## src/rtl/uart_tx_fifo_if.sv

```systemverilog
//==============================================================================
// Module      : uart_tx_fifo_if
// Description : Valid/ready word handshake into the buffered UART transmitter.
// Revision    : 1.0 - initial release
//==============================================================================
`timescale 1ns/1ps
`default_nettype none

interface uart_tx_fifo_if #(
  parameter int DATA_BITS = 8
);
  logic                 s_valid;
  logic [DATA_BITS-1:0] s_data;
  logic                 s_ready;

  // Upstream producer side
  modport master (output s_valid, output s_data, input s_ready);
  // Transmitter side
  modport slave  (input s_valid, input s_data, output s_ready);
endinterface

`default_nettype wire

```

## src/rtl/uart_tx_fifo.sv

```systemverilog
//==============================================================================
// Module      : uart_tx_fifo
// Description : Buffered UART transmitter. Words enter a small FIFO through a
//               valid/ready handshake and are serialised LSB-first with
//               run-time bit period, parity mode and stop-bit count.
//               Back-to-back frames leave the line with no idle gap.
// Revision    : 1.0 - initial release
//==============================================================================
`timescale 1ns/1ps
`default_nettype none

module uart_tx_fifo #(
  parameter int DATA_BITS  = 8,
  parameter int FIFO_DEPTH = 4,
  parameter int DIV_W      = 16
) (
  input  wire                        clk,
  input  wire                        rstn,
  uart_tx_fifo_if.slave              s,
  input  wire  [DIV_W-1:0]           cfg_div,
  input  wire  [1:0]                 cfg_parity,
  input  wire                        cfg_stop2,
  output logic                       tx,
  output logic                       busy,
  output logic [$clog2(FIFO_DEPTH):0] fifo_count
);

  localparam int PTR_W = $clog2(FIFO_DEPTH);
  localparam int CNT_W = PTR_W + 1;
  localparam int IDX_W = $clog2(DATA_BITS);

  typedef enum logic [2:0] {
    S_IDLE   = 3'd0,
    S_START  = 3'd1,
    S_DATA   = 3'd2,
    S_PARITY = 3'd3,
    S_STOP   = 3'd4
  } state_t;

  // FIFO storage and bookkeeping
  logic [DATA_BITS-1:0] mem_q [FIFO_DEPTH];
  logic [PTR_W-1:0]     wr_ptr_q, rd_ptr_q;
  logic [CNT_W-1:0]     count_q;
  logic                 w_push;
  logic                 w_load;
  logic [DATA_BITS-1:0] w_head;

  // Serialiser state
  state_t               state_q, state_d;
  logic [DIV_W-1:0]     cnt_q, cnt_d;
  logic [IDX_W-1:0]     bit_idx_q, bit_idx_d;
  logic                 stop_idx_q, stop_idx_d;
  logic [DATA_BITS-1:0] shift_q, shift_d;
  logic                 par_bit_q, par_bit_d;
  logic                 par_en_q, par_en_d;
  logic                 stop2_q, stop2_d;
  logic [DIV_W-1:0]     div_q, div_d;
  logic                 tx_q, tx_d;
  logic                 w_bit_end;

  // Full FIFO refuses writes even if a pop happens this cycle (no bypass)
  assign s.s_ready  = (count_q < CNT_W'(FIFO_DEPTH));
  assign w_push     = s.s_valid && s.s_ready;
  assign w_head     = mem_q[rd_ptr_q];
  assign w_bit_end  = (cnt_q == div_q);

  assign tx         = tx_q;
  assign busy       = (state_q != S_IDLE);
  assign fifo_count = count_q;

  // FIFO data array write; contents need no reset since count gates reads
  always_ff @(posedge clk) begin
    if (w_push) mem_q[wr_ptr_q] <= s.s_data;
  end

  // FIFO pointers and occupancy
  always_ff @(posedge clk or negedge rstn) begin
    if (!rstn) begin
      wr_ptr_q <= '0;
      rd_ptr_q <= '0;
      count_q  <= '0;
    end else begin
      if (w_push) wr_ptr_q <= wr_ptr_q + PTR_W'(1);
      if (w_load) rd_ptr_q <= rd_ptr_q + PTR_W'(1);
      case ({w_push, w_load})
        2'b10:   count_q <= count_q + CNT_W'(1);
        2'b01:   count_q <= count_q - CNT_W'(1);
        default: count_q <= count_q;
      endcase
    end
  end

  // Serialiser state register; tx returns high the instant reset asserts
  always_ff @(posedge clk or negedge rstn) begin
    if (!rstn) begin
      state_q    <= S_IDLE;
      cnt_q      <= '0;
      bit_idx_q  <= '0;
      stop_idx_q <= 1'b0;
      shift_q    <= '0;
      par_bit_q  <= 1'b0;
      par_en_q   <= 1'b0;
      stop2_q    <= 1'b0;
      div_q      <= '0;
      tx_q       <= 1'b1;
    end else begin
      state_q    <= state_d;
      cnt_q      <= cnt_d;
      bit_idx_q  <= bit_idx_d;
      stop_idx_q <= stop_idx_d;
      shift_q    <= shift_d;
      par_bit_q  <= par_bit_d;
      par_en_q   <= par_en_d;
      stop2_q    <= stop2_d;
      div_q      <= div_d;
      tx_q       <= tx_d;
    end
  end

  // Next-state: bit timing, frame sequencing and head-of-FIFO loading
  always_comb begin
    state_d    = state_q;
    cnt_d      = w_bit_end ? '0 : cnt_q + DIV_W'(1);
    bit_idx_d  = bit_idx_q;
    stop_idx_d = stop_idx_q;
    shift_d    = shift_q;
    par_bit_d  = par_bit_q;
    par_en_d   = par_en_q;
    stop2_d    = stop2_q;
    div_d      = div_q;
    tx_d       = tx_q;
    w_load     = 1'b0;

    case (state_q)
      S_IDLE: begin
        cnt_d = '0;
        tx_d  = 1'b1;
        if (count_q != '0) w_load = 1'b1;
      end
      S_START: begin
        if (w_bit_end) begin
          state_d   = S_DATA;
          bit_idx_d = '0;
          tx_d      = shift_q[0];
        end
      end
      S_DATA: begin
        if (w_bit_end) begin
          if (bit_idx_q == IDX_W'(DATA_BITS - 1)) begin
            if (par_en_q) begin
              state_d = S_PARITY;
              tx_d    = par_bit_q;
            end else begin
              state_d    = S_STOP;
              stop_idx_d = 1'b0;
              tx_d       = 1'b1;
            end
          end else begin
            // Next data bit is the one just above the bit now on the line
            shift_d   = shift_q >> 1;
            tx_d      = shift_q[1];
            bit_idx_d = bit_idx_q + IDX_W'(1);
          end
        end
      end
      S_PARITY: begin
        if (w_bit_end) begin
          state_d    = S_STOP;
          stop_idx_d = 1'b0;
          tx_d       = 1'b1;
        end
      end
      S_STOP: begin
        if (w_bit_end) begin
          if (stop2_q && !stop_idx_q) begin
            stop_idx_d = 1'b1;
          end else if (count_q != '0) begin
            w_load = 1'b1;
          end else begin
            state_d = S_IDLE;
            tx_d    = 1'b1;
          end
        end
      end
      default: begin
        state_d = S_IDLE;
        tx_d    = 1'b1;
      end
    endcase

    // Pop the head word, snapshot configuration and begin the start bit
    if (w_load) begin
      shift_d    = w_head;
      div_d      = cfg_div;
      stop2_d    = cfg_stop2;
      par_en_d   = (cfg_parity == 2'b01) || (cfg_parity == 2'b10);
      par_bit_d  = (^w_head) ^ (cfg_parity == 2'b10);
      state_d    = S_START;
      cnt_d      = '0;
      bit_idx_d  = '0;
      stop_idx_d = 1'b0;
      tx_d       = 1'b0;
    end
  end

endmodule

`default_nettype wire

```

## src/flat_wrapper.sv

```systemverilog
// flat-port wrapper written by rule: the top's interface ports become plain ports
module uart_tx_fifo_flat 
#(
  parameter int DATA_BITS  = 8,
  parameter int FIFO_DEPTH = 4,
  parameter int DIV_W      = 16
)
  (clk, rstn, cfg_div, cfg_parity, cfg_stop2, tx, busy, fifo_count, s_s_valid, s_s_data, s_s_ready);
  uart_tx_fifo_if #(.DATA_BITS(DATA_BITS)) s_i ();
  input  wire clk;
  input  wire rstn;
  input  wire  [DIV_W-1:0] cfg_div;
  input  wire  [1:0] cfg_parity;
  input  wire cfg_stop2;
  output logic tx;
  output logic busy;
  output logic [$clog2(FIFO_DEPTH):0] fifo_count;
  input wire logic [$bits(s_i.s_valid)-1:0] s_s_valid;
  input wire logic [$bits(s_i.s_data)-1:0] s_s_data;
  output wire logic [$bits(s_i.s_ready)-1:0] s_s_ready;
  assign s_i.s_valid = s_s_valid;
  assign s_i.s_data = s_s_data;
  assign s_s_ready = s_i.s_ready;
  uart_tx_fifo #(.DATA_BITS(DATA_BITS), .FIFO_DEPTH(FIFO_DEPTH), .DIV_W(DIV_W)) u_core (.clk(clk), .rstn(rstn), .s(s_i), .cfg_div(cfg_div), .cfg_parity(cfg_parity), .cfg_stop2(cfg_stop2), .tx(tx), .busy(busy), .fifo_count(fifo_count));
endmodule
```

## config.mk

```make
export PLATFORM = sky130hd
export DESIGN_NAME = uart_tx_fifo_flat
export DESIGN_NICKNAME = d
export VERILOG_FILES = /design/src/rtl/uart_tx_fifo_if.sv /design/src/rtl/uart_tx_fifo.sv /design/src/flat_wrapper.sv
export SDC_FILE = /design/constraint.sdc
export NUM_CORES = 1
export LEC_CHECK = 0
export CAP_MARGIN = 40
export CORE_ASPECT_RATIO = 1.25
export CORE_MARGIN = 2
export CORE_UTILIZATION = 60
export CTS_BUF_LIST = sky130_fd_sc_hd__clkbuf_2 sky130_fd_sc_hd__clkbuf_4 sky130_fd_sc_hd__clkbuf_8
export DETAILED_ROUTE_END_ITERATION = 10
export PLACE_DENSITY = 0.91
export SLEW_MARGIN = 20
export SYNTH_ARGS = -nofsm -noshare
export SYNTH_HDL_FRONTEND = slang
export SYNTH_SLANG_ARGS = --single-unit
```

## constraint.sdc

```tcl
create_clock -name clk -period 4.71 [get_ports clk]
set_clock_uncertainty 0.1 [all_clocks]
set_input_delay 0.942 -clock clk [delete_from_list [all_inputs] [get_ports clk]]
set_output_delay 0.942 -clock clk [all_outputs]
set_load 0.01 [all_outputs]
```

---- Yosys cells after proc, flatten, opt, wreduce, memory -nomap -nowiden ----
Memory sizes are Yosys's and may differ from the RTL's.
Cells that the tools add are included.
storage, ports and cells
  register bits after elaboration ......... 58
  RAM bits ................................ 32
  input bits .............................. 30
  output and inout bits ................... 6
  logic and storage cells ................. 109
  memories kept ........................... 1
memories
  name          words  bits a word  rd ports  clocked after Yosys merged registers in  write ports  RTL line            text
  u_core.mem_q  4      8            1         0                                        1            uart_tx_fifo.sv:41  logic [DATA_BITS-1:0] mem_q [FIFO_DEPTH];
cells by class
  add/subtract/negate cells ............... 6
  order comparisons ....................... 1
  equal/unequal tests ..................... 22
  multiplexer cells ....................... 47
  bitwise logic cells ..................... 1
  reductions and logical operators ........ 18
operator list
  operator                 count
  $mux W16                 3
  $mux W3                  13
  $mux W8                  4
  $mux W1                  21
  $ne A3 B1 Y1 const B     6
  $add A16 B1 Y16 const B  1
  $eq A16 B16 Y1           1
  $pmux W3 S5              1
  $ne A3 B2 Y1 const B     4
  $pmux W3 S2              2
  $reduce_bool A3 Y1       3
  $reduce_and A8 Y1        1
  $reduce_xor A8 Y1        1
  $reduce_and A7 Y1        1
  $add A3 B1 Y3 const B    2
  $eq A3 B2 Y1 const B     2
  $eq A3 B3 Y1 const B     2
  $reduce_and A6 Y1        1
  $reduce_bool A2 Y1       3
  $add A2 B1 Y2 const B    2
  $eq A2 B1 Y1 const B     2
  $eq A2 B2 Y1 const B     2
  $ne A2 B1 Y1 const B     2
  $pmux W1 S4              1
  13 further kinds         14

---- Longest topological paths before layout ----
Gate-level depths: netlist of run 1.
  word-level depth ........................ 7
  mapped depth ............................ 12
  depth with buffers taken out ............ 11

---- Worst setup path before layout of run 1 ----
OpenSTA, ideal clock, no wires.
  kind .................................... register to register
  start ................................... register u_core.cnt_q[0]
  end ..................................... register u_core.count_q[2], in the netlist u_core.fifo_count[2]
  library setup time ...................... 80 ps
  arrival ................................. 2764 ps
  required time ........................... 4530 ps
  slack ................................... 1766 ps
  cell stages (with the launch flop) ...... 13
  buffers on the path ..................... 1
  clock period less this slack ............ 2944 ps
  path through ............................ dfrtp_1 -> xor2_1 -> nor4_1 -> nand4_2 -> o31a_4 -> nor2_8 -> buf_6 -> ha_1 -> inv_1 -> fa_1 -> xor2_1 -> nor2_1 -> xnor2_1
on the way
  longest elaborated chain between the ends .. 5
  elaborated cells between the ends (all ways) .. 7
  those cells by class .................... eq/ne: 3; mux: 3; reduce/logical: 1
ends and longest elaborated chain
  item                                               RTL line             text
  from (decl)                                        uart_tx_fifo.sv:50   logic [DIV_W-1:0] cnt_q, cnt_d;
  from (signal assigned)                             uart_tx_fifo.sv:108  cnt_q <= cnt_d;
  $eq A16 B16 Y1 (*)                                 uart_tx_fifo.sv:65   assign w_bit_end = (cnt_q == div_q);
  $mux W1 (*)                                        uart_tx_fifo.sv:174  if (w_bit_end) begin
  $pmux W1 S2 (*)                                    uart_tx_fifo.sv:134  case (state_q)
  $eq A2 B1 Y1 or $eq A2 B2 Y1 (tied branches)       uart_tx_fifo.sv:85   case ({w_push, w_load})
  $pmux W3 S2 or $reduce_bool A2 Y1 (tied branches)  n/a
  to (signal assigned)                               uart_tx_fifo.sv:86   2'b10: count_q <= count_q + CNT_W'(1);
  to (signal assigned)                               uart_tx_fifo.sv:87   2'b01: count_q <= count_q - CNT_W'(1);
  to (signal assigned)                               uart_tx_fifo.sv:88   default: count_q <= count_q;
  to (decl)                                          uart_tx_fifo.sv:43   logic [CNT_W-1:0] count_q;
Mark *: on every way between the ends. The rest lies on a longest branch, timed or not.
A chain may end at the register's enable or synchronous reset.

---- Final worst setup path of run 1 ----
  start ................................... register u_core.cnt_q[6]
  end ..................................... register u_core.count_q[2], in the netlist u_core.fifo_count[2]
Same word-level chain as after synthesis.

==> metrics.md, run 1 <==
| Metric | Value |
|---|---|
| Status | completed |
| Final worst path period need | around 3.6 ns |
| Share of cells above drive strength 1 | between 10% and 20% |
| Clk_lat worst skew | 0.36 ns |
| DIE AREA | between 0.007 and 0.008 mm^2 |
| Seq/Total Area, Yosys | around 57% |
| Post-CTS Setup Bufs | 0 |
| Commonest register cell after synthesis | dfrtp_1 |
| Worst-path maximum fanout | 23 |
| Post-synthesis cell count | between 300 and 400 |
| Clk buf depth | 2 |
| Post-DP HPWL | ~5300 um |
| Vias after detailed routing | around 2700 |
| Final Max Slew Viols | 0 |
| Slew HR | between 50% and 60% |
| Final wirelength | roughly 7900 um |
| H-tree depth | 3 |
| Drt pass-1 iters | 4 |
| Worst Hold Class | reg2reg |
| DRC viols | 0 |
| Synth Area in XOR/XNOR | 8.670% |
| Max-cap violations | 0 |
| Period utilization | about three quarters |
| CTS Hold Bufs | 0 |
| Synth warnings | 0 |
| Nets | about 410 |
| GRT Util Overall | a little over a fifth |
| Core outline area | slightly below 0.007 mm^2 |
| Vias per cell | between 5 and 6 |
| Fmax | about 280 MHz |
| LEAKAGE | between 1.5 and 2 nW |
| Starting Density | about 62% |
| Setup TNS | 0 ns |
| ANT nets after route | 0 |
| Die Span Y | between 90 and 100 um |
| Worst EP arrival | 3.79 ns |
| Mean Syn Cell Area | around 13 um^2 |
| Clock transition at the registers of the reported paths | 0.09 ns |
| Setup Crit Path Kind | reg2reg |
| Placed cells | 452 |
| Final std cells w/o fill | between 400 and 500 |
| Io pins | 36 |
| Req. time, crit path | approximately 4.9 ns |
| Area of the mapped netlist | 0.004243 mm^2 |
| PD cells | just under 600 mW/mm^2 |
| Final count of hold timing violations | 0 |
| GP Congestion | 0.8439 |
| Row cnt | 34 |
| Fillers | about 460 |
| Seq cells post-synth | 90 |
| Initial antenna violation count | 0 |
| Adder-cell area share of the yosys netlist | roughly 3.1% |
| Area growth, synth to finish | 15.39% |
| CTS buffer count | 9 |
| CTS root buf | clkbuf_8 |
| Setup crit end kind | register |
| Drt initial violations | approximately 150 |
| Async SR Flop Fraction | between 60 and 70% |
| Vias in the first global route | between 2000 and 3000 |
| Simple-Gate Fraction of Synth Area | a little over a tenth |
| Post-CTS resize count | 0 |
| RSZ-0062 raised after global routing | false |
| Worst setup SP type | register |
| Register area | ~0.0024 mm^2 |
| Area of the multi-input gates | 0.001713 mm^2 |
| Gr ovfl total | 0 |
| IO buf count | 35 |
| Syn Nets | around 380 |
| Global-route wire length before repair | about 13000 um |
| Die width | between 70 and 80 um |
| Multiplexer share of the synthesized area | about a tenth |
| WL/cell | approximately 17 um |
| CTS tree | done |
| Least-Margin Pin Slew | 0.7041 ns |
| Largest family of logic cells by synthesized area | simple AND/OR/NAND/NOR gates |
| Number of enable flip-flop cells after synthesis | 32 |
| Ant diodes | 0 |
| Peak supply drop | between 0.0003 and 0.0004 V |
| Largest net degree at the start of global routing | 59 |
| Total clock sinks | 90 |
| Count of final setup violators | 0 |
| Compound-Gate Fraction of Synth Area | just over 8% |
| Yosys cell types | 47 |
flip-flops by register name (all words and copies together), names as in the netlist:
register           count
u_core.bit_idx_q       3
u_core.par_en_q        1
u_core.fifo_count      3
u_core.tx              1
u_core.div_q          16
u_core.wr_ptr_q        2
u_core.stop_idx_q      1
u_core.stop2_q         1
u_core.par_bit_q       1
u_core.state_q         3
u_core.mem_q          32
u_core.shift_q         8
u_core.rd_ptr_q        2
u_core.cnt_q          16
where the power goes:
group / internal [mW] / leakage (nW) / switching [mW]
Combinational: 0.484 / 0.839 / 0.478
Clock: 0.357 / 0.120 / 0.279
Sequential: 1.03 / 1.00 / 0.194
layout by cell type (no fill, tap or decap), types with 2 or more instances in the layout:
cell type	synthesis	final
o211ai_1	2	2
inv_1	11	11
a31oi_1	8	8
mux4_2	8	8
nor4_1	2	2
clkbuf_8	0	9
nand3_1	13	13
ha_1	9	9
bufinv_16	0	3
nand2b_1	2	2
o32a_1	2	2
xor2_1	28	28
nor2b_1	2	2
a21oi_1	8	8
nor4_2	2	2
xnor2_1	14	14
buf_4	0	3
nor3_1	3	3
inv_6	0	2
clkdlybuf4s50_1	0	34
o21ai_0	18	18
o31ai_1	3	3
dfrtp_1	57	57
mux2_1	14	14
or3_1	7	7
and3_1	3	3
o22ai_1	2	2
and2_1	4	4
nand2_1	18	18
nor2_1	32	32
mux2_2	4	4
edfxtp_1	32	32
stage by stage:
step	setup slack (ns)	hold WS [ns]	power [mW]	util [%]	instance area (um^2)
6_report	1.096	0.4091	2.822	71.04	4896
5_1_grt	0.9018	0.4312	2.996	71.04	4896
4_1_cts	1.092	0.4166	2.834	71.04	4896
3_5_place_dp	1.162	0.3966	2.194	67.45	4648
3_3_place_gp	1.264	0.3719	2.138	67.34	4641
2_1_floorplan	1.766	0.3538	1.926	-	4243
logic make-up after synthesis:
family                     count (synthesis)
and+or+nand+nor                           92
DFF                                       90
xor gates and xnor gates                  42
buffers and inverters                     25
muxes                                     28
adders and majority gates                 10
AOI/OAI and AO/OA                         51
per-layer routing:
layer  share of wire (%)  wire [um]  up-vias  global-route usage, %
met4                 2.6        206        0                  9.947
met3                 4.4        345       20                  4.067
li1                    -          -     1274                      -
met2                  52       4100       79                  37.61
met1                  41       3211     1329                  26.97
met5                   0          0        -                      0
layout make-up:
type / instances / area share (%)
Sequential cell: 90 / 49.30
Timing Repair Buffer: 38 / 7.513
Clock buffer: 9 / 2.530
Tap cell: 90 / 2.300
Multi-Input combinational cell: 223 / 34.99
Clock inverter: 7 / 2.530
Inverter: 11 / 0.8433
worst max-delay path, stage by stage, from the launching register on:
cell,delay (ns)
dfrtp_1,0.46
xor2_1,0.17
nor4_1,0.37
nand4_2,0.42
o31a_4,0.55
nor2_8,0.34
ha_1,0.27
inv_1,0.06
fa_1,0.37
xor2_1,0.15
nor2_1,0.12
xnor2_1,0.14
synth_stat cells (2+ instances only):
library cell   n  area share [%]
mux2_2         4             1.1
and2_1         4            0.59
nand3_1       13             1.5
clkbuf_1       9            0.80
nand2b_1       2            0.29
o22ai_1        2            0.29
and3_1         3            0.44
nor4_2         2            0.59
buf_2          3            0.35
dfrtp_1       57              34
mux4_2         8             4.2
xor2_1        28             5.8
ha_1           9             2.7
nand2_1       18             1.6
o21ai_0       18             2.1
a31oi_1        8             1.2
nor2b_1        2            0.29
o211ai_1       2            0.35
nor3_1         3            0.35
mux2_1        14             3.7
edfxtp_1      32              23
a21oi_1        8            0.94
xnor2_1       14             2.9
o32a_1         2            0.47
nor4_1         2            0.29
inv_1         11            0.97
o31ai_1        3            0.53
or3_1          7             1.0
nor2_1        32             2.8
final timing paths:
kind / start / endpoint / slack, ns / depth (start not counted)
worst max-delay path: u_core.cnt_q[6] / u_core.fifo_count[2] / 1.10 / 11
worst min-delay path: u_core.bit_idx_q[2] / u_core.bit_idx_q[2] / 0.41 / 2
worst max register to register: u_core.cnt_q[6] / u_core.fifo_count[2] / 1.10 / 11
worst min register to register: u_core.bit_idx_q[2] / u_core.bit_idx_q[2] / 0.41 / 2
max in group asynchronous: rstn / u_core.stop_idx_q / 3.43 / 2
min in group asynchronous: rstn / u_core.div_q[13] / 0.61 / 2
Power figures use the tool's default switching activity.
==> run 2, diff against run 1 <==
CORE_UTILIZATION = 54   (was 60)
PLACE_DENSITY = 0.87   (was 0.91)
clock period = 3.1 ns   (was 4.71 ns; I/O delays follow)
==> metrics.md, run 2 (same netlist as run 1, synthesis figures left out) <==
| Metric | Value |
|---|---|
| Post-CTS resize count | 0 (unchanged) |
| Row cnt | 36 (+5.9%) |
| Top reg by flops | u_core.mem_q |
| Global-route wire length before repair | 13190 um (+0.73%) |
| RSZ-0062 raised after global routing | false |
| Gr ovfl total | 0 (unchanged) |
| Req. time, crit path | 3.30 ns (-1.59 ns) |
| Setup crit end kind | register |
| Combinational share of power | 35.3% (+1.2 points) |
| Period utilization | 92.92% (+16 points) |
| Most frequent cells in the layout | dfrtp_1 (57), clkdlybuf4s50_1 (34), nor2_1 (32), edfxtp_1 (32), xor2_1 (28) |
| Worst Hold Class | in2async |
| Register area | 0.002414 mm^2 (unchanged) |
| Vias in the first global route | 2766 (-2.1%) |
| Vias after detailed routing | 2656 (-1.7%) |
| PD cells | 842.1 mW/mm^2 (+46%) |
| Post-CTS Setup Bufs | 0 (unchanged) |
| Ant diodes | 0 (unchanged) |
| Setup TNS | 0 ns (unchanged) |
| NetSw | 1.429 mW (+50%) |
| Die width | 83.28 um (+5.1%) |
| Starting Density | 55.08% (-6.5 points) |
| Fillers | 587 (+27%) |
| CTS tree | done |
| Nets | 418 (+1.2%) |
| WL/cell | 15.87 um (-5.6%) |
| Drt pass-1 iters | 4 (unchanged) |
| DIE AREA | 0.008587 mm^2 (+11%) |
| Fmax | 347.2 MHz (+25%) |
| Drt initial violations | 169 (+11%) |
| CTS Hold Bufs | 0 (unchanged) |
| Area of the multi-input gates | 0.001713 mm^2 (unchanged) |
| Clk buf depth | 2 (unchanged) |
| Max-cap violations | 0 (unchanged) |
| Share of cells above drive strength 1 | 12.01% (+1.2 points) |
| Peak supply drop | 0.0005113 V (+39%) |
| Worst setup SP type | register |
| Leading cell type in the layout, fill and taps excluded | dfrtp_1 |
| Post-DP HPWL | 5465 um (+2.5%) |
| Vias per cell | 5.556 (-3.8%) |
| Area growth, synth to finish | 15.33% (about the same) |
| Clock transition at the registers of the reported paths | 0.09 ns (about the same) |
| Initial antenna violation count | 0 (unchanged) |
| Die Span Y | 103.1 um (+5.2%) |
| Final wirelength | 7585 um (-3.6%) |
| H-tree depth | 3 (unchanged) |
| Status | completed |
| Min Hold Slack | 0.07797 ns (-0.3311 ns) |
| Final worst path period need | 2.881 ns (-0.7331 ns) |
| Top flop regs | u_core.mem_q: 32 flops, u_core.cnt_q: 16 flops, u_core.div_q: 16 flops |
| Utilization after layout | 63.53% (-7.5 points) |
| Switching Fraction | 34.68% (+0.98 points) |
| Clock Power Share | 19.7% (-2.8 points) |
| Setup Crit Path Kind | reg2reg |
| Core outline area | 0.007702 mm^2 (+12%) |
| Final Max Slew Viols | 0 (unchanged) |
| Io pins | 36 (unchanged) |
| Least-Margin Pin Slew | 0.6063 ns (-0.09777 ns) |
| ANT nets after route | 0 (unchanged) |
| GP Congestion | 0.8045 (-4.7%) |
| Pint | 2.692 mW (+44%) |
| Count of final setup violators | 0 (unchanged) |
| Worst EP arrival | 3.08 ns (-0.71 ns) |
| CTS root buf | clkbuf_8 |
| LEAKAGE | 1.955 nW (-0.42%) |
| Slew HR | 59.50% (+6.4 points) |
| Largest register FFs | 32 (unchanged) |
| CTS buffer count | 9 (unchanged) |
| GRT Util Overall | 19.70% (-2.3 points) |
| DRC viols | 0 (unchanged) |
| Final count of hold timing violations | 0 (unchanged) |
| Total clock sinks | 90 (unchanged) |
| Largest net degree at the start of global routing | 25 (-58%) |
| Clk_lat worst skew | 0.37 ns (about the same) |
| IO buf count | 35 (unchanged) |
| Worst-path maximum fanout | 9 (-61%) |
| Reg power frac | 44.9% (+1.5 points) |
[run 2: changes by cell type in the layout (fill, tap and decap cells not counted), sizes merged]
cell,before,now
buf,4,9
clkinvlp,1,4
bufinv,3,1
clkinv,1,0
[run 2: layer usage]
metal  global-route usage [%]  vias up  share of wire (%)
li1                         -     1281                  -
met1                    25.23     1306                 45
met2                    32.38       54                 49
met3                    4.884       15                3.7
met4                    8.575        0                2.2
met5                        0        -                  0
[run 2: area by class of cell]
class / instances / area share, %
sequential: 90 / 49.32
multi-input combinational: 223 / 35.00
inverter: 11 / 0.8438
clock buffer: 9 / 2.531
tap: 95 / 2.429
timing repair buffer: 43 / 8.284
clock inverter: 7 / 1.585
[run 2: final timing paths]
| path | depth (start not counted) | slack [ns] | to | from |
|---|---|---|---|---|
| setup / recovery | 11 | 0.22 | u_core.fifo_count[2] | u_core.cnt_q[0] |
| setup reg to reg | 11 | 0.22 | u_core.fifo_count[2] | u_core.cnt_q[0] |
| min in group clk | 2 | 0.42 | u_core.bit_idx_q[1] | u_core.bit_idx_q[1] |
| hold reg to reg | 2 | 0.42 | u_core.bit_idx_q[1] | u_core.bit_idx_q[1] |
| hold / removal | 1 | 0.08 | u_core.div_q[7] | rstn |
| max in group asynchronous | 2 | 2.10 | u_core.tx | rstn |
[run 2: worst max-delay path, cell delays in order (launching register included)]
cell and delay [ns]:
dfrtp_1 0.43, xor2_1 0.15, nor4_1 0.40, nand4_2 0.17, o31a_4 0.44, nor2_8 0.09, ha_1 0.18, inv_1 0.06
fa_1 0.37, xor2_1 0.16, nor2_1 0.13, xnor2_1 0.13
[run 2: metrics by stage]
| step | total power [mW] | std cells | setup WS [ns] | cell area (um^2) |
|---|---|---|---|---|
| floorplan | 2.926 | 338 | 0.1564 | 4243 |
| global route | 4.401 | 478 | 0.01320 | 4893 |
| global placement | 3.271 | 462 | 0.2992 | 4692 |
| CTS | 4.161 | 478 | 0.2017 | 4893 |
| detailed placement | 3.343 | 462 | 0.2232 | 4692 |
| finish | 4.121 | 478 | 0.2195 | 4893 |
[run 2: power by group through the flow]
stage | Sequential [mW] | Clock, mW | Combinational, mW
finish | 1.85 | 0.813 | 1.46
CTS | 1.85 | 0.835 | 1.47
global route | 1.90 | 0.879 | 1.62
detailed placement | 1.88 | 0 | 1.46
global placement | 1.86 | 0 | 1.41
floorplan | 1.76 | 0 | 1.17
==> RTL edit 1 (settings of run 2) <==
`shift_q` no longer has a reset.
--- a/src/rtl/uart_tx_fifo.sv
+++ b/src/rtl/uart_tx_fifo.sv
@@ -97,7 +97,6 @@
       cnt_q      <= '0;
       bit_idx_q  <= '0;
       stop_idx_q <= 1'b0;
-      shift_q    <= '0;
       par_bit_q  <= 1'b0;
       par_en_q   <= 1'b0;
       stop2_q    <= 1'b0;
@@ -108,13 +107,16 @@
       cnt_q      <= cnt_d;
       bit_idx_q  <= bit_idx_d;
       stop_idx_q <= stop_idx_d;
-      shift_q    <= shift_d;
       par_bit_q  <= par_bit_d;
       par_en_q   <= par_en_d;
       stop2_q    <= stop2_d;
       div_q      <= div_d;
       tx_q       <= tx_d;
     end
+  end
+
+  always_ff @(posedge clk) begin
+    shift_q <= shift_d;
   end
 
   // Next-state: bit timing, frame sequencing and head-of-FIFO loading
Check against the original RTL: same outputs for any inputs over 10 cycles, from zero or initial values and one cycle with rstn low; that may be too few to reach the edited logic, so the function may still have changed.
==> RTL edit 1 against run 2 <==
  * Cell area increased by 0.20%
  * Worst setup slack improved by 0.072 ns
  * Sequential cell count unchanged
  * Power increased by 18%
  * Global-route usage decreased by 1.5 points
  * First-iteration DRC count decreased by 51%
  * Routed wire length decreased by 2.7%
  * Largest cell class unchanged
  * Hold slack improved by 0.016 ns
  * Largest power group is now combinational logic
  * Area after synthesis increased by 1.6%
==> RTL edit 1: results (changes against run 2) <==
GR met2 Demand/Resource=31.8% (-0.61 points); GPL Wtd Cong=0.836 (+3.9%); reg2reg setup slack=0.29 ns (+0.07 ns); number of global-route vias before repair=2,634 (-4.8%); Yosys cell types=42 (-11%); FFs & Latches=90 (unchanged); CP startpoint=u_core.cnt_q[8]$_DFF_PN0_; NonClk Buf Share=7.66% (-0.63 points); via count=2,458 (-7.5%); first-pass GRT wire length=12,400 µm (-6.0%); Post-DP HPWL=5320 µm (-2.7%); status=complete, no violations; asr flop ratio synth=55.6% (-8.9 points); synth top area cells=dfrtp_1 28%, edfxtp_1 28%, mux2_4 8.7%, xnor2_1 6.1%, mux4_1 3.0%; Post-Syn Nets=351 (-7.1%); mux cell area share after synthesis=15.0% (+5.4 points); Post-synth top cells=49 x dfrtp_1, 40 x edfxtp_1, 30 x xnor2_1; Multi-input gate area=1710 µm² (-0.22%); met3 usage=3.33% (-1.6 points); Iter 0 DRT Violations=83 (-51%); Buffers, non-clock=39 (-9.3%); WL met2=3920 µm (+5.8%); Cells after DPL=435 (-5.8%); All-Layer GR Usage=18.2% (-1.5 points); pin count of the biggest net entering global routing=32 (+28%); invs w/o clock=14 (+3); metal3 WL=221 µm (-22%); fill count=573 (-2.4%); Rel. slew slack=57.6% (-1.9 points); layout overhead on the synthesized area=13.8%; complex-gate fraction of the synthesized area=3.95% (-4.1 points); Top Layer Used=met4; Reg2Reg Launch Point=u_core.cnt_q[8]$_DFF_PN0_; Post-synth EDFFs=40 (+25%); reg2reg path depth=12 (+1); fraction of layout cells with a size suffix above 1=15.2% (+3.2 points); Worst Setup Slack post-DPL=0.307 ns (+0.0842 ns); Layout clock area frac=3.90% (-0.21 points); Critical Path AT=3.00 ns (-0.08 ns); Synth Area in XOR/XNOR=8.54% (-0.13 points); dpl cell area=4710 µm² (+0.43%); met1 Usage GRT=21.3% (-3.9 points); wire per inst=16.4 µm (+3.1%); CP Max Fanout=4 (-5); multi-input logic portion of the cell area=34.9% (-0.15 points); WHS=0.0941 ns (+0.0161 ns); switching power=0.00171 W (+19%); initial antenna violation count=0 (unchanged); Leak=1.98 nW (+1.2%); comb_multi_in=197 (-12%); Period minus WS final=2.81 ns (-0.0717 ns); Seq/total area=50.0% (+0.72 points); biggest regs=u_core.mem_q: 32 flops, u_core.cnt_q: 16 flops, u_core.div_q: 16 flops; Post-Syn Area per Cell=13.9 µm² (+10%); Final #Nets=391 (-6.5%); Avg Vias per Cell=5.45 (-1.9%); adder-cell share of the synthesized area=3.08% (-0.048 points)
[RTL edit 1: cell types whose count changed in the layout (fill, tap and decap cells not counted), sizes merged, moves of 5 or more]
| cell | change |
|---|---|
| xor2 | -16 |
| o21ai | -6 |
| dfrtp | -8 |
| a31oi | -7 |
| mux2 | +7 |
| xnor2 | +16 |
| mux2i | +5 |
| edfxtp | +8 |
| inv | +5 |
| nor2 | -11 |
[RTL edit 1: power by group through the flow]
stage	Clock, W	Sequential [W]	Combinational, W
detailed placement	0	0.00199	0.00214
global route	0.000839	0.00201	0.00233
floorplan	0	0.00185	0.00188
finish	0.000772	0.00197	0.00212
CTS	0.000789	0.00197	0.00214
global placement	0	0.00198	0.00206
[RTL edit 1: worst max-delay path, cell delays in order (launching register included)]
cell and delay (ns):
dfrtp_1 0.43, xnor2_1 0.23, nand4_1 0.19, nor4_4 0.35, a21boi_2 0.12, or2_4 0.27, inv_4 0.06, ha_1 0.17
inv_1 0.06, fa_1 0.37, xor2_1 0.15, nor2_1 0.11, xnor2_1 0.12
==> RTL edit 2 (config.mk and constraints of run 2) <==
Without the edit above. `DATA_BITS` is set to 8 in 3 places; all go to 4.
--- a/src/rtl/uart_tx_fifo_if.sv
+++ b/src/rtl/uart_tx_fifo_if.sv
@@ -7,7 +7,7 @@
 `default_nettype none
 
 interface uart_tx_fifo_if #(
-  parameter int DATA_BITS = 8
+  parameter int DATA_BITS = 4
 );
   logic                 s_valid;
   logic [DATA_BITS-1:0] s_data;
--- a/src/rtl/uart_tx_fifo.sv
+++ b/src/rtl/uart_tx_fifo.sv
@@ -10,7 +10,7 @@
 `default_nettype none
 
 module uart_tx_fifo #(
-  parameter int DATA_BITS  = 8,
+  parameter int DATA_BITS  = 4,
   parameter int FIFO_DEPTH = 4,
   parameter int DIV_W      = 16
 ) (
--- a/src/flat_wrapper.sv
+++ b/src/flat_wrapper.sv
@@ -1,7 +1,7 @@
 // flat-port wrapper written by rule: the top's interface ports become plain ports
 module uart_tx_fifo_flat 
 #(
-  parameter int DATA_BITS  = 8,
+  parameter int DATA_BITS  = 4,
   parameter int FIFO_DEPTH = 4,
   parameter int DIV_W      = 16
 )
Interface: changed (resized s_s_data); port bits go from 36 to 32. The function was not compared with the original's and may differ.
==> RTL edit 2 against run 2 <==
  * Hold slack better by 0.19 ns
  * Global-route usage up 0.71 points
  * Sequential share of layout area down 3.8 points
  * Cell area down 19%
  * Power down 16%
  * Clock power down 9.1%
  * Maximum frequency up 2.2%
  * Sequential cell count down 21
  * Via count down 16%
  * Synthesized cell count down 15%
  * Area after synthesis down 20%
  * Routed wire length down 17%
  * Critical path depth unchanged
  * Worst setup slack better by 0.061 ns
  * Critical path type unchanged
  * Largest cell class unchanged
  * Highest routed layer unchanged
==> RTL edit 2: results (changes against run 2) <==
min-delay worst type=in2async; CP Max Fanout=5 (-4); Final #Nets=356 (-15%); GR met2 Demand/Resource=32.5% (+0.15 points); met3 usage=3.92% (-0.97 points); clk slew on worst S/H paths=about 0.08 ns; dpl cell area=3770 µm² (-20%); Post-synth EDFFs=16 (-50%); port bufs=31 (-11%); worst r2r dst=u_core.fifo_count[2]$_DFFE_PN0P_; first-pass GRT wire length=10,600 µm (-20%); combinational power share=36.3% (+1.0 points); Post-Syn Area per Cell=11.9 µm² (-5.5%); critical path's slowest cell=dfrtp_1; P_int=0.00228 W (-15%); total CTS buffers=9 (unchanged); initial antenna violation count=0 (unchanged); met1 Usage GRT=25.0% (-0.25 points); Cells after DPL=395 (-15%); fraction of layout cells with a size suffix above 1=14.4% (+2.4 points); post-CTS setup repair buffer count=0 (unchanged); Rel. slew slack=56.1% (-3.4 points); Iter 0 DRT Violations=126 (-25%); number of global-route vias before repair=2,361 (-15%); CP startpoint=u_core.cnt_q[10]$_DFF_PN0_; Post-Route WL=6280 µm (-17%); Leak=1.76 nW (-10%); synth top area cells=dfrtp_1 38%, edfxtp_1 14%, xor2_1 6.7%, mux2_4 6.6%, xnor2_1 3.1%; pin count of the biggest net entering global routing=54 (+120%); GPL Wtd Cong=0.883 (+9.8%); Post-DP HPWL=4450 µm (-19%); clock buffer depth=2 (unchanged); H-tree Lvls=3 (unchanged); Seq power=0.00147 W (-21%); Yosys cell types=39 (-17%); Post-synth top cells=52 x dfrtp_1, 26 x xor2_1, 25 x nor2_1; Avg Vias per Cell=5.40 (-2.7%); CTS resizes=0 (unchanged); VDD IR max=0.516 mV (+0.82%); register area share after synthesis=53.1% (-3.8 points); biggest regs=u_core.cnt_q: 16 flops, u_core.div_q: 16 flops, u_core.mem_q: 16 flops; clock share of power=21.3% (+1.6 points); Critical Path AT=2.99 ns (-0.09 ns); crit path to=u_core.fifo_count[2]$_DFFE_PN0P_; CP peak stage delay=0.44 ns (about the same); All-Layer GR Usage=20.4% (+0.71 points); status=complete, no violations; ANT cells=0 (unchanged); Post-Syn Nets=322 (-15%); Worst Setup Slack post-DPL=0.320 ns (+0.0967 ns); Period minus WS final=2.82 ns (-0.0615 ns); WHS=0.270 ns (+0.192 ns); asr flop ratio synth=76.8% (+12 points); via count=2,221 (-16%); reg2reg setup slack=0.28 ns (+0.06 ns); Skew-Pair Late Insertion Delay=0.35 ns (-0.02 ns)
-- RTL edit 2: cell types whose count changed after synthesis, moves of 5 or more --
cell and change:
mux2_1 -14, a31oi_1 -6, edfxtp_1 -16, o21ai_0 -8, nor3_1 +6, dfrtp_1 -5
mux2_4 +14, nor2_1 -7
-- RTL edit 2: cell families after synthesis --
logic type,synth area share (%)
AND/OR/NAND/NOR,12.8
flip-flops,53.1
XOR/XNOR,9.77
AO/OA/AOI/OAI,5.66
multiplexers,11.8
buffers and inverters,3.42
adder cells (fa/ha/maj),3.53
-- RTL edit 2: layout make-up --
class / count / area [µm²]
multi-input cells: 194 / 1480
fillers: 466 / 2160
flip-flops and latches: 69 / 1810
well taps: 85 / 106
clock buffers: 9 / 124
repair buffers: 34 / 328
clock inverters: 7 / 72.6
inverters: 13 / 48.8
-- RTL edit 2: layer usage --
layer	wire length, µm	share of wire (%)
met5	0	0
met2	3170	50
met1	2650	42
met4	229	3.6
met3	236	3.8
